`src/rtl/vga_timing_gen.sv`:
```
`timescale 1ns/1ps
// vga_timing_gen: VGA raster timing generator with built-in test patterns.
// Latency: syncs and colour reach the pins 2 pixel ticks after the stage-0 counters.
// Backpressure: none; free-running raster, pix_data must be valid one tick after pix_req.
// Ports: clk, reset (async, active-high); mode selects the pattern, latched once per frame;
//   pix_req/pix_x/pix_y ask for an external pixel, pix_data returns it {R,G,B};
//   frame_start pulses for one clk at the (0,0) wrap; VGA_* are the registered pin drivers.
module vga_timing_gen #(
  parameter int COLOR_BITS = 4,
  parameter int CLK_DIV    = 2,
  parameter int H_ACTIVE   = 640,
  parameter int H_FP       = 16,
  parameter int H_SYNC     = 96,
  parameter int H_BP       = 48,
  parameter int V_ACTIVE   = 480,
  parameter int V_FP       = 10,
  parameter int V_SYNC     = 2,
  parameter int V_BP       = 33,
  parameter bit H_POL      = 1'b0,
  parameter bit V_POL      = 1'b0
) (
  input  logic                    clk,
  input  logic                    reset,
  input  logic [1:0]              mode,
  input  logic [3*COLOR_BITS-1:0] pix_data,
  output logic                    pix_req,
  output logic [9:0]              pix_x,
  output logic [9:0]              pix_y,
  output logic                    frame_start,
  output logic [COLOR_BITS-1:0]   VGA_RED,
  output logic [COLOR_BITS-1:0]   VGA_GREEN,
  output logic [COLOR_BITS-1:0]   VGA_BLUE,
  output logic                    VGA_HSYNC,
  output logic                    VGA_VSYNC
);

  localparam int H_TOTAL = H_ACTIVE + H_FP + H_SYNC + H_BP;
  localparam int V_TOTAL = V_ACTIVE + V_FP + V_SYNC + V_BP;
  localparam int DIV_W   = (CLK_DIV > 1) ? $clog2(CLK_DIV) : 1;

  localparam logic [DIV_W-1:0] DIV_LAST = DIV_W'(CLK_DIV - 1);
  // Counters are 10 bits wide to match pix_x/pix_y; totals must not exceed 1024.
  localparam logic [9:0] H_LAST  = 10'(H_TOTAL - 1);
  localparam logic [9:0] V_LAST  = 10'(V_TOTAL - 1);
  localparam logic [9:0] H_ACT   = 10'(H_ACTIVE);
  localparam logic [9:0] V_ACT   = 10'(V_ACTIVE);
  localparam logic [9:0] H_SS    = 10'(H_ACTIVE + H_FP);
  localparam logic [9:0] H_SE    = 10'(H_ACTIVE + H_FP + H_SYNC);
  localparam logic [9:0] V_SS    = 10'(V_ACTIVE + V_FP);
  localparam logic [9:0] V_SE    = 10'(V_ACTIVE + V_FP + V_SYNC);
  localparam logic [COLOR_BITS-1:0] ONES = '1;

  logic [DIV_W-1:0]      div_q, div_d;
  logic [9:0]            h_cnt_q, h_cnt_d, v_cnt_q, v_cnt_d;
  logic                  act1_q, act1_d, hs1_q, hs1_d, vs1_q, vs1_d;
  logic [9:0]            x1_q, x1_d, y1_q, y1_d;
  logic [1:0]            mode_q, mode_d;
  logic                  frame_start_q, frame_start_d;
  logic [COLOR_BITS-1:0] red_q, red_d, green_q, green_d, blue_q, blue_d;
  logic                  hsync_q, hsync_d, vsync_q, vsync_d;

  logic                  ce, h_wrap, v_wrap;
  logic [2:0]            bar_idx;
  logic [COLOR_BITS-1:0] pat_r, pat_g, pat_b;

  always_comb begin
    ce     = (div_q == DIV_LAST);
    div_d  = ce ? '0 : div_q + DIV_W'(1);
    h_wrap = (h_cnt_q == H_LAST);
    v_wrap = (v_cnt_q == V_LAST);

    // Bar index floor(x*8/H_ACTIVE): count how many of the 7 bar edges x has passed.
    bar_idx = 3'd0;
    for (int k = 1; k < 8; k++) begin
      if (int'(x1_q) * 8 >= k * H_ACTIVE) bar_idx = bar_idx + 3'd1;
    end

    pat_r = '0;
    pat_g = '0;
    pat_b = '0;
    unique case (mode_q)
      2'd0: {pat_r, pat_g, pat_b} = pix_data;
      2'd1: begin
        pat_r = bar_idx[2] ? ONES : '0;
        pat_g = bar_idx[1] ? ONES : '0;
        pat_b = bar_idx[0] ? ONES : '0;
      end
      2'd2: {pat_r, pat_g, pat_b} = {ONES, ONES, ONES};
      2'd3: if (x1_q[4] ^ y1_q[4]) {pat_r, pat_g, pat_b} = {ONES, ONES, ONES};
      default: ;
    endcase
    if (!act1_q) begin
      pat_r = '0;
      pat_g = '0;
      pat_b = '0;
    end

    h_cnt_d = h_cnt_q;
    v_cnt_d = v_cnt_q;
    act1_d  = act1_q;
    hs1_d   = hs1_q;
    vs1_d   = vs1_q;
    x1_d    = x1_q;
    y1_d    = y1_q;
    red_d   = red_q;
    green_d = green_q;
    blue_d  = blue_q;
    hsync_d = hsync_q;
    vsync_d = vsync_q;
    mode_d  = mode_q;

    if (ce) begin
      // Stage 0: raster counters.
      h_cnt_d = h_wrap ? '0 : h_cnt_q + 10'd1;
      if (h_wrap) v_cnt_d = v_wrap ? '0 : v_cnt_q + 10'd1;
      // Stage 1: region flags and coordinates of the current counter position.
      act1_d  = (h_cnt_q < H_ACT) && (v_cnt_q < V_ACT);
      hs1_d   = (h_cnt_q >= H_SS) && (h_cnt_q < H_SE);
      vs1_d   = (v_cnt_q >= V_SS) && (v_cnt_q < V_SE);
      x1_d    = h_cnt_q;
      y1_d    = v_cnt_q;
      // Stage 2: pins; syncs follow the same two-tick path as colour.
      red_d   = pat_r;
      green_d = pat_g;
      blue_d  = pat_b;
      hsync_d = hs1_q ? H_POL : ~H_POL;
      vsync_d = vs1_q ? V_POL : ~V_POL;
      // Mode only changes between frames so a frame is never split across patterns.
      if (h_wrap && v_wrap) mode_d = mode;
    end
    frame_start_d = ce & h_wrap & v_wrap;
  end

  always_ff @(posedge clk or posedge reset) begin
    if (reset) begin
      div_q         <= '0;
      h_cnt_q       <= '0;
      v_cnt_q       <= '0;
      act1_q        <= 1'b0;
      hs1_q         <= 1'b0;
      vs1_q         <= 1'b0;
      x1_q          <= '0;
      y1_q          <= '0;
      mode_q        <= 2'd0;
      frame_start_q <= 1'b0;
      red_q         <= '0;
      green_q       <= '0;
      blue_q        <= '0;
      hsync_q       <= ~H_POL;
      vsync_q       <= ~V_POL;
    end else begin
      div_q         <= div_d;
      h_cnt_q       <= h_cnt_d;
      v_cnt_q       <= v_cnt_d;
      act1_q        <= act1_d;
      hs1_q         <= hs1_d;
      vs1_q         <= vs1_d;
      x1_q          <= x1_d;
      y1_q          <= y1_d;
      mode_q        <= mode_d;
      frame_start_q <= frame_start_d;
      red_q         <= red_d;
      green_q       <= green_d;
      blue_q        <= blue_d;
      hsync_q       <= hsync_d;
      vsync_q       <= vsync_d;
    end
  end

  assign pix_req     = act1_q;
  assign pix_x       = x1_q;
  assign pix_y       = y1_q;
  assign frame_start = frame_start_q;
  assign VGA_RED     = red_q;
  assign VGA_GREEN   = green_q;
  assign VGA_BLUE    = blue_q;
  assign VGA_HSYNC   = hsync_q;
  assign VGA_VSYNC   = vsync_q;

endmodule

```
`config.mk`:
```
export PLATFORM = sky130hd
export DESIGN_NAME = vga_timing_gen
export DESIGN_NICKNAME = d
export VERILOG_FILES = /design/src/rtl/vga_timing_gen.sv
export SDC_FILE = /design/constraint.sdc
export NUM_CORES = 1
export LEC_CHECK = 0
export ABC_AREA = 1
export CAP_MARGIN = 20
export CORE_UTILIZATION = 25
export CTS_BUF_LIST = sky130_fd_sc_hd__clkbuf_4 sky130_fd_sc_hd__clkbuf_8
export DETAILED_ROUTE_END_ITERATION = 16
export SETUP_SLACK_MARGIN = 0.5
export SLEW_MARGIN = 20
export SYNTH_ARGS = -nofsm -noshare
export SYNTH_HDL_FRONTEND = slang
export SYNTH_SLANG_ARGS = --single-unit
```
`constraint.sdc`:
```
create_clock -name clk -period 7.1 [get_ports clk]
set_input_delay 2.13 -clock clk [delete_from_list [all_inputs] [get_ports clk]]
set_output_delay 2.13 -clock clk [all_outputs]
set_load 0.005 [all_outputs]
```
Word level (Yosys, flattened, before mapping)
Index checks and enable logic that the tools add are counted.

Output and inout bits: 36. Register bits: 61. RAM bits: 0. Latch bits: 0. Input port bits: 16. Memories: 0. Bits in read-only memories: 0.

Reduce and logical (&&, ||, !) cells: 7. Eq/ne operators: 5. Multiplexer cells: 22. $lt $le $gt $ge: 13. Div/mod/pow operators: 0. Multipliers: 0. Add/subtract/negate cells: 9. Shift-type cells: 0. Bitwise logic cells: 3.

Operators by type and width (number): $pmux 4 s4 (3); $ge 13x12->1 const B (3); $mux 4 (7); $ge 13x11->1 const B (2); $add 10x1->10 const B (2); $eq 10x10->1 const B (2); $lt 10x10->1 const B (2); $lt 10x9->1 const B (2); $mux 10 (2); $add 3x1->3 const B (5); $mux 3 (5); $ge 13x10->1 const B (1); $ge 13x13->1 const B (1); $ge 10x10->1 const B (1); $ge 10x9->1 const B (1); $eq 2x2->1 const B (2); $logic_and 1x1->1 (4); $mux 1 (4); $reduce_and 2->1 (2); $add 1x1->2 const B (1); $and 1x1->1 (2); $eq 2x1->1 const B (1); $logic_not 2->1 (1); $mux 2 (1); other kinds (2) (2).

Logic depth before layout (Yosys ltp)
Gate-level depths: netlist (run 1).

Depth after elaboration: 17. Depth in mapped cells: 33. Depth with buffers taken out: 32.

Worst setup path before layout (run 1)
Ideal clock, no wire load.

Path kind: reg2reg. Start: register x1_q[9] (netlist: pix_x[9]). End: register red_q[0] (netlist: VGA_RED[0]). Path slack: 3508 ps. Clock period less this slack: 3592 ps. Arrival time: 3475 ps. Setup time: 117 ps. Stages on the path, launching flop included: 32. Buffers on the path: 1. Path through: dfrtp_1 > buf_6 > nor2_4 > inv_2 > nor2_1 > o21ai_0 > ha_1 > inv_1 > nand3_2 > nand2_1 > inv_1 > ha_1 > inv_1 > o21ai_2 > ha_1 > nand2_1 > o21ai_0 > inv_1 > nand2_1 > nand3_1 > nand2_1 > ha_1 > nand3_1 > inv_1 > nand2_1 > nand3_1 > nand2_1 > nand3_1 > nand3_2 > nand2_2 > nand2_1 > nand2_1.

Longest elaborated chain between the ends: 17. Elaborated cells between the ends (all ways): 23. Those cells by class: add/sub: 6; order compare: 7; mux: 10.

Ends and longest elaborated chain: start, declared (line 56) `logic [9:0] x1_q, x1_d, y1_q, y1_d;`; start signal, assigned (line 142) `x1_q <= '0;`; start signal, assigned (line 158) `x1_q <= x1_d;`; $ge 13x10->1 (line 75) `if (int'(x1_q) * 8 >= k * H_ACTIVE) bar_idx = bar_idx + 3'd1;`; $mux 1 (line 75); $add 1x1->2 (line 75); $mux 2 (line 75); $add 3x1->3 (line 75); $mux 3 (line 75); $add 3x1->3 (line 75); $mux 3 (line 75); $add 3x1->3 (line 75); $mux 3 (line 75); $add 3x1->3 (line 75); $mux 3 (line 75); $add 3x1->3 (line 75); $mux 3 * (line 75); $mux 4 * (line 84) `pat_r = bar_idx[2] ? ONES : '0;`; $pmux 4 s4 * (line 81) `unique case (mode_q)`; $mux 4 * (line 92) `if (!act1_q) begin`; end signal, assigned (line 162) `red_q <= red_d;`; end, declared (line 59) `logic [COLOR_BITS-1:0] red_q, red_d, green_q, green_d, blue_q, blue_d;`.

Every way passes the cells marked *; elsewhere a longest branch is shown, timed or not. A chain may end at the register's enable or synchronous reset.

Worst setup path in the final report (run 1)
Same ends and word-level chain as after synthesis.

==> results of run 1 <==
==> sequential cells by signal, indices dropped and copies added, names as in the netlist <==
signal,count
frame_start,1
ce,1
vs1_q,1
h_cnt_q,10
pix_x,10
v_cnt_q,10
pix_y,10
VGA_RED,4
VGA_VSYNC,1
VGA_BLUE,4
mode_q,2
VGA_GREEN,4
hs1_q,1
VGA_HSYNC,1
pix_req,1
==> layout by cell type, fill, tap and decap left out, types with 2 or more instances in the layout <==
cell type	synthesis	routed
a211oi_1	2	2
a21oi_1	19	19
a31oi_1	3	3
bufinv_16	0	2
clkbuf_4	0	2
clkbuf_8	0	10
clkdlybuf4s50_1	0	51
dfrtp_1	59	59
dfstp_2	2	2
ha_1	9	9
inv_1	69	68
inv_2	2	3
nand2_1	116	116
nand2_2	6	6
nand2_4	3	3
nand3_1	27	27
nand3_2	3	3
nand4_1	7	7
nor2_1	21	21
nor2_2	2	2
nor3_1	7	7
nor4_1	3	3
o21ai_0	28	28
o21ai_2	2	2
xor2_1	10	10
==> layout make-up <==
type / count / share of cell area
multi-input cells: 277 / 0.347
repair buffers: 52 / 0.123
flip-flops and latches: 61 / 0.363
inverters: 71 / 0.0632
clock buffers: 12 / 0.0362
clock inverters: 4 / 0.0172
well taps: 172 / 0.0511
==> power by group through the flow <==
stage / sequential (uW) / combinational (uW) / clock, uW
after floorplan: 354 / 6.28 / 0
after global placement: 354 / 17.6 / 0
after detailed placement: 354 / 17.8 / 0
after CTS: 347 / 18.0 / 360
after global routing: 347 / 19.7 / 373
final: 348 / 17.1 / 347
==> per-stage QoR <==
step	setup slack [ns]	instances	hold WS, ns	cell area, um^2	power [uW]
6_report	3.15	649	0.466	4220	712
5_1_grt	2.61	649	0.477	4220	740
4_1_cts	3.14	649	0.473	4220	725
3_5_place_dp	3.17	633	0.462	3990	372
3_3_place_gp	3.33	633	0.455	3990	372
2_1_floorplan	3.46	420	0.406	3310	360
==> path summary, 6_finish.rpt <==
check | slack, ns | startpoint | end | cells after the start
max in group asynchronous | 4.26 | reset | pix_x[0] | 3
hold / removal | 0.47 | v_cnt_q[8] | v_cnt_q[8] | 1
min in group asynchronous | 2.33 | reset | v_cnt_q[8] | 3
setup reg to reg | 3.15 | pix_x[9] | VGA_RED[0] | 32
setup / recovery | 3.15 | pix_x[9] | VGA_RED[0] | 32
hold reg to reg | 0.47 | v_cnt_q[8] | v_cnt_q[8] | 1
==> cells by family (layout without fill, tap and decap cells) <==
family | after synthesis | in the layout | synth area share
buffers and inverters | 82 | 139 | 0.0957
xor gates and xnor gates | 12 | 12 | 0.0341
adders and majority gates | 9 | 9 | 0.0341
AOI/OAI and AO/OA | 57 | 57 | 0.0995
DFF | 61 | 61 | 0.462
and+or+nand+nor | 199 | 199 | 0.274
==> per-layer routing <==
metal  track usage  routed length [um]  up-vias
met5             0                   0        -
li1              -                   -     1435
met4        0.0397                  68        0
met3        0.0386                 372        5
met1         0.151                3520     1324
met2         0.205                3620       56
==> Yosys cell counts <==
cell type / n
a211oi_1: 2
a21oi_1: 19
a31oi_1: 3
a32o_1: 1
buf_2: 1
buf_6: 1
clkbuf_1: 9
dfrtp_1: 59
dfstp_2: 2
ha_1: 9
inv_1: 69
inv_2: 2
nand2_1: 116
nand2_2: 6
nand2_4: 3
nand3_1: 27
nand3_2: 3
nand3_4: 1
nand4_1: 7
nor2_1: 21
nor2_2: 2
nor2_4: 1
nor3_1: 7
nor3_2: 1
nor3b_1: 1
nor4_1: 3
o211ai_4: 1
o21ai_0: 28
o21ai_2: 2
o221a_2: 1
xnor2_1: 1
xor2_1: 10
xor2_2: 1
==> worst max-delay path: cells and delay by family, from the launching register on <==
kind	cells	cell delay, ns
and+or+nand+nor	18	1.39
buffers and inverters	7	0.46
AOI/OAI and AO/OA	3	0.41
DFF	1	0.51
adders and majority gates	4	1.06
==> out/metrics.cfg, run 1 <==
[logic_synthesis]
syn_nets = 445
yosysWarnings = 0
synth_area_leaders = dfrtp_1 (45%), nand2_1 (13%), inv_1 (7.8%)
syn_area_per_cell_um2 = 7.87
synth_cell_types = 33
synth_seq_area_share = 0.462
syn_area_um2 = 3310
yosys.area.top_type = dfrtp_1
netlist.area_leader.share = 0.446
ys_seq_elements = 61
syn_inst = 420

[floorplan]
start_util = 0.259
core_region_area_um2 = 12800
die_x_um = 117
io_pins = 52
dieArea_um2 = 13700
die_h_um = 117
fp-row-count = 41

[grt]
overflow = 0
grt_max_degree = 62
grt_pass1_wl_um = 12800
antenna_found_initial = 0
grt_use_total = 0.123
grt_pass1_vias = 2752

[sta]
rsz0062_at_grt = false
timing.slew.headroom = 0.486
setup_viol_count_final = 0
hold_violations = 0
fin_skew_ns = 0.00976
fin_tns_setup_ns = 0
worst_pin_slew_ns = 0.771
slew_viol_final = 0
fin_crit_sh = 0.557
maxClockFrequency_mhz = 253
min_period_ns = 3.95

[cts]
clock_latency_ns = 0.34
ctsResizeCount = 0
clk_pin_slew_ns = 0.07
cts_max_level = 3
cts_hold_buf = 0
cts_buffers = 9
post_cts_buffers = 0
ctsRootBufferMaster = clkbuf_8
clock_path_buffers = 2
clock-sinks = 61
tritoncts = done

[final_layout]
area_growth_pct = 27.5
drive_gt1_frac = 0.0922
final_util = 0.330
fill_cells = 1339
antennaDiodeCount = 0
seq_area_um2 = 1530
multi_input_area_um2 = 1460
fin_nets = 497

[route]
detail_route.wl_per_cell_um = 11.7
drt_first_iter_violations = 161
drt_wl_total_um = 7580
first_pass_iters = 4
ant_nets = 0
num_vias = 2820
drc = 0
avgViaCountPerCell = 4.35

[placement]
gp_congestion = 0.840
io_buffers = 51
dp_hpwl_um = 5640

[power_and_ir_drop]
seqPwrFrac = 0.488
clock_power_share = 0.488
comb_power_share = 0.024
p_leak_uw = 0.00208
p_sw_frac = 0.199
power.internal_uw = 570
power.density_nw_per_um2 = 169
p_sw_uw = 142
vdd_drop_max_mv = 0.0937

[setup_path]
startpoint_type = flip-flop
slowest_delay_ns = 0.51
crit_arrival_ns = 4.18
cp_data_required_time_ns = 7.33
crit_path_end_kind = flip-flop
path_max_fanout = 9
critical_path_class = reg -> reg
cpMostUsedCell = nand2_1
critical-path-slowest-cell = dfrtp_1

[worst_hold_path]
hp-class = reg -> reg

[run]
maxCapViolCount = 0

[status]
outcome = completed

(Power assumes the default switching activity.)
==> run 2: changes to the inputs <==
==> constraint.sdc (replaced) <==
create_clock -name clk -period 3.33 [get_ports clk]
set_input_delay 0.999 -clock clk [delete_from_list [all_inputs] [get_ports clk]]
set_output_delay 0.999 -clock clk [all_outputs]
set_load 0.005 [all_outputs]
==> run 2 against run 1 <==
  * The flow now finishes with violations (negative setup slack)
  * Clock skew is 0.00075 ns higher
  * Global-route usage rose by 0.69 points
  * Power increased by 93%
  * Register-to-register slack got worse by 3.2 ns
  * Core utilization grew 1.6 points
  * Setup slack got worse by 3.2 ns
  * Critical path depth down 2
  * Non-clock buffer count grew 21
  * Maximum frequency up 15%
  * Sequential cell count stayed put
  * Critical path type unchanged
  * Largest power group unchanged
==> out/metrics.cfg, run 2 (synthesis gave the netlist of run 1 again) <==
[worst_hold_path]
hp-class = reg -> reg

[setup_path]
crit_arrival_ns = 3.67
crit_end = VGA_RED[1]
critical-path-slowest-cell = dfrtp_1
cp_data_required_time_ns = 3.57
crit_family = simple AND/OR/NAND/NOR gates
r2r_start = pix_x[9]
cp_num_buf_inv = 5
reg2reg_to = VGA_RED[1]
crit_path_end_kind = flip-flop
crit_path_start = pix_x[9]
r2r_cells = 30
startpoint_type = flip-flop
crit_cells = 30
critical_path_class = reg -> reg
cpMostUsedCell = nand2_2
slowest_delay_ns = 0.41
path_max_fanout = 4
rrSetupSlack_ns = -0.1

[power_and_ir_drop]
power.density_nw_per_um2 = 310
vdd_drop_max_mv = 0.147
p_leak_uw = 0.00216
p_total_uw = 1370

[final_layout]
area_growth_pct = 33.7
final_area_um2 = 4420
layout.cells.most_common_list = nand2_1 (108), inv_1 (64), dfrtp_1 (58)
fin_nets = 518
drive_gt1_frac = 0.175
fill_cells = 1320
antennaDiodeCount = 0
layout_commonest_cell = nand2_1

[floorplan]
start_util = 0.259
dieArea_um2 = 13700
die_h_um = 117
io_pins = 52
die_x_um = 117
core_region_area_um2 = 12800
fp-row-count = 41

[route]
first_pass_iters = 4
num_vias = 2925
drc = 0
drt_wl_total_um = 8070
detail_route.wl_per_cell_um = 12.1
ant_nets = 0
avgViaCountPerCell = 4.37
drt_first_iter_violations = 119

[sta]
maxClockFrequency_mhz = 292
setup_ws_ns = -0.0996
timing.slew.headroom = 0.475
setup_viol_count_final = 4
rsz0062_at_grt = true
slew_viol_final = 0
min_period_ns = 3.43
worst_pin_slew_ns = 0.785
fin_skew_ns = 0.0105
fin_crit_sh = 1.03
hold_violations = 0

[cts]
clock-sinks = 61
tritoncts = done
cts_max_level = 3
clock_path_buffers = 2
cts_buffers = 9
clk_pin_slew_ns = 0.08
clock_latency_ns = 0.35
ctsRootBufferMaster = clkbuf_8

[placement]
dpl_cell_area_um2 = 4140
dp_hpwl_um = 5910
gp_congestion = 0.844
io_buffers = 51

[status]
outcome = finished, violations left
violations = negative setup slack

[grt]
grt_pass1_wl_um = 13500
grt_max_degree = 46
antenna_found_initial = 0
grt_pass1_vias = 2854
grt_use_total = 0.130
overflow = 0

[run]
maxCapViolCount = 0

[run 2: cell count changes in the layout (fill, tap and decap cells not counted), sizes merged]
cell	before	now
buf	1	22
bufinv	2	0
clkbuf	12	10
clkinv	1	3
clkinvlp	1	2
inv	71	72
[run 2: worst register-to-register path, delay by kind of cell, from the launching register on]
| kind | cells | cell delay, ns |
|---|---|---|
| and+or+nand+nor | 18 | 1.42 |
| adders and majority gates | 4 | 0.98 |
| DFF | 1 | 0.41 |
| buffers and inverters | 5 | 0.26 |
| AOI/OAI and AO/OA | 3 | 0.26 |
[run 2: report_power, final]
group	switching [uW]	internal [uW]	leakage, uW
registers	0	741	0.000732
clock network	316	277	0.0000859
logic	20.0	19.4	0.00134
[run 2: area by class of cell]
cell class,count,area [um^2],area share
clock buffer,10,131,0.0297
clock inverter,6,38.8,0.00877
inverter,71,269,0.0609
multi-input combinational,277,1550,0.350
sequential,61,1530,0.346
tap,172,215,0.0487
timing repair buffer,73,688,0.156
[run 2: per-stage QoR]
stage | setup TNS (ns) | setup WS, ns | hold slack (ns) | instances | util
floorplan | -0.661 | -0.166 | 0.406 | 420 | -
global placement | -0.0615 | -0.0156 | 0.431 | 648 | 0.324
detailed placement | -0.648 | -0.168 | 0.451 | 648 | 0.324
CTS | -0.484 | -0.132 | 0.460 | 667 | 0.340
global route | -1.52 | -0.328 | 0.505 | 670 | 0.346
finish | -0.376 | -0.0996 | 0.450 | 670 | 0.346
[run 2: what timing repair did]
action | in CTS | in global routing
hold buffers | 0 | 0
pin swaps | 7 | 12
resized for setup | 2 | 18
endpoints found under the setup margin | 8 | 8
endpoints found under the hold margin | 0 | 0
setup buffers | 3 | 3
[run 2: worst min-delay path by stage]
stage | endpoint | slack, ns | cells past startpoint | from
finish | VGA_VSYNC | 0.45 | 1 | vs1_q
global route | VGA_HSYNC | 0.51 | 1 | hs1_q
CTS | VGA_VSYNC | 0.46 | 1 | vs1_q
detailed placement | VGA_VSYNC | 0.45 | 1 | vs1_q
global placement | VGA_VSYNC | 0.43 | 1 | vs1_q
floorplan | VGA_VSYNC | 0.41 | 1 | vs1_q
[run 2: layer usage]
layer / GRT usage / up-vias / wire (um)
met5: 0 / - / 0
met4: 0.0388 / 0 / 97
met3: 0.0412 / 8 / 340
met2: 0.225 / 57 / 4080
met1: 0.154 / 1383 / 3560
li1: - / 1477 / -
==> RTL edit, RTL diff (settings of run 1) <==
Change the parameter `V_POL` from 1'b0 to 1'b1.
--- a/src/rtl/vga_timing_gen.sv
+++ b/src/rtl/vga_timing_gen.sv
@@ -18,5 +18,5 @@
   parameter int V_BP       = 33,
   parameter bit H_POL      = 1'b0,
-  parameter bit V_POL      = 1'b0
+  parameter bit V_POL      = 1'b1
 ) (
   input  logic                    clk,
Check against the original RTL: not equivalent (a bounded check fails within 4 cycles, from zero or initial values and one cycle with reset high).
==> RTL edit against run 1 <==
- sequential cell count did not move
- total power fell by 8.5%
- die area rose by 1.6%
- clock power fell by 17%
- routed wire length fell by 1.3%
- final area rose by 0.39%
- worst setup slack improved by 0.024 ns
- area after synthesis rose by 1.6%
- highest routed layer unchanged
==> RTL edit: results (changes against run 1) <==
| Metric | Value |
|---|---|
| Hold wc startpoint | `hs1_q$_DFFE_PP0P_` |
| Met1 WL | `3660 µm (+3.9%)` |
| Met3 wire len | `354 µm (-4.8%)` |
| Crit path launch | `pix_x[9]$_DFFE_PP0P_` |
| Bufs on Longest Clock Path | `2 (unchanged)` |
| Worst vdd ir | `0.0000783 V (-16%)` |
| Post-CTS Setup Inserts | `0 (unchanged)` |
| Clock Skew | `0.00809 ns (-0.00167 ns)` |
| H-tree depth | `3 (unchanged)` |
| Slowest stage cell on the critical path | `dfrtp_1` |
| Critical Path End | `VGA_RED[1]$_DFFE_PP0P_` |
| Vias in the first global route | `2699 (-1.9%)` |
| Reg2Reg Depth | `30 (-6.3%)` |
| Post-CTS Resized | `0 (unchanged)` |
| Detailed placement HPWL | `5530 µm (-2.0%)` |
| DRT iter0 DRCs | `100 (-38%)` |
| Final Instance Count excl. Fillers | `655 (+0.92%)` |
| Post-synth cell types | `38 (+15%)` |
| Hold EP | `VGA_HSYNC$_DFFE_PP1P_` |
| Largest net degree at the start of global routing | `62 (unchanged)` |
| Async SR Flop Fraction | `1.00 (unchanged)` |
| Final Wtd Congestion | `0.869 (+3.5%)` |
| Worst-Skew Late Latency | `0.33 ns` |
| Lkg Pwr | `2.05 nW (-1.5%)` |
| Avg Vias per Cell | `4.17 (-4.0%)` |
| Critical-path maximum fanout | `7 (-2)` |
| Reg2Reg Setup Slack | `3.17 ns (+0.02 ns)` |
| Metal2 WL | `3410 µm (-5.7%)` |
| Nets | `505 (+1.6%)` |
| Status | `complete, no violations` |
| Antenna fix cells | `0 (unchanged)` |
| Max-Cap Viols | `0 (unchanged)` |
| # fillers | `1338 (-0.075%)` |
| Arrival @ worst endpoint | `4.15 ns (-0.03 ns)` |
| Post-synth net total | `449 (+0.90%)` |
| Share of layout cells above drive strength 1 | `0.108 (+0.0154)` |
| Clk pin slew, worst setup/hold paths | `0.06 ns` |
| Cell count after placement | `641 (+1.3%)` |
| Worst hold path depth | `1 (unchanged)` |
| Total GRT Usage | `0.115 (-0.00840)` |
| Slew headroom | `0.489 (+0.00355)` |
| WHS | `0.433 ns (-0.0332 ns)` |
| Syn Area/Cell | `7.92 µm² (+0.63%)` |
| Commonest cells in the synthesized netlist | `115 x nand2_1, 68 x inv_1, 60 x dfrtp_1, 32 x o21ai_0, 24 x a21oi_1` |
| IO Port Bufs | `51 (unchanged)` |
| DR pass1 iterations | `5 (+1)` |
| Sequential element share of the synthesized area | `0.455 (-0.00760)` |
| WL/cell | `11.4 µm (-2.2%)` |
| Crit-path max cell delay | `0.50 ns` |
| Clock root buffer | `clkbuf_8` |
| Ys flop type | `dfrtp_1` |
| First-pass GRT wire length | `12900 µm (+0.70%)` |
| Area contributors post-synth | `dfrtp_1 45%, nand2_1 13%, inv_1 7.6%, o21ai_0 4.8%, a21oi_1 3.6%` |
| Worst Hold Class | `reg -> reg` |
## RTL edit: cells by family (layout without fill, tap and decap cells)
logic type      after synthesis  in the layout  synth area share
buf+inv                      82            141             0.100
compound gates               63             63             0.104
simple gates                202            202             0.288
flops                        61             61             0.455
xor+xnor                      7              7            0.0205
fa+ha+maj                     9              9            0.0335
## RTL edit: critical path: cells and delay by family, from the launching register on
kind / cells / cell delay, ns
fa+ha+maj: 4 / 1.09
simple gates: 20 / 1.74
buf+inv: 5 / 0.32
compound gates: 1 / 0.17
flops: 1 / 0.50
## RTL edit: layout make-up
type / count / area [µm²] / area share
Sequential cell: 61 / 1530 / 0.361
Multi-Input combinational cell: 281 / 1500 / 0.353
Timing Repair Buffer: 54 / 533 / 0.126
Inverter: 73 / 277 / 0.0653
Tap cell: 172 / 215 / 0.0509
Clock buffer: 13 / 179 / 0.0423
Clock inverter: 1 / 5.00 / 0.00118
## RTL edit: power breakdown
| part | internal [W] | total, W | leakage (nW) | switching, W |
|---|---|---|---|---|
| logic | 0.00000800 | 0.0000167 | 1.22 | 0.00000874 |
| clock network | 0.000160 | 0.000287 | 0.0974 | 0.000126 |
| registers | 0.000348 | 0.000348 | 0.738 | 0 |
## RTL edit: metal layers
layer / GRT usage / up-vias
met1: 0.149 / 1228
li1: - / 1438
met2: 0.180 / 60
met4: 0.0369 / 0
met5: 0 / -
met3: 0.0354 / 5
## RTL edit: stage by stage
stage | instance area (µm²) | total power, W | setup WS (ns)
after global placement | 4050 | 0.000371 | 3.35
final | 4230 | 0.000651 | 3.17
after CTS | 4230 | 0.000663 | 3.17
after global routing | 4230 | 0.000683 | 2.75
after floorplan | 3360 | 0.000360 | 3.46
after detailed placement | 4050 | 0.000371 | 3.18
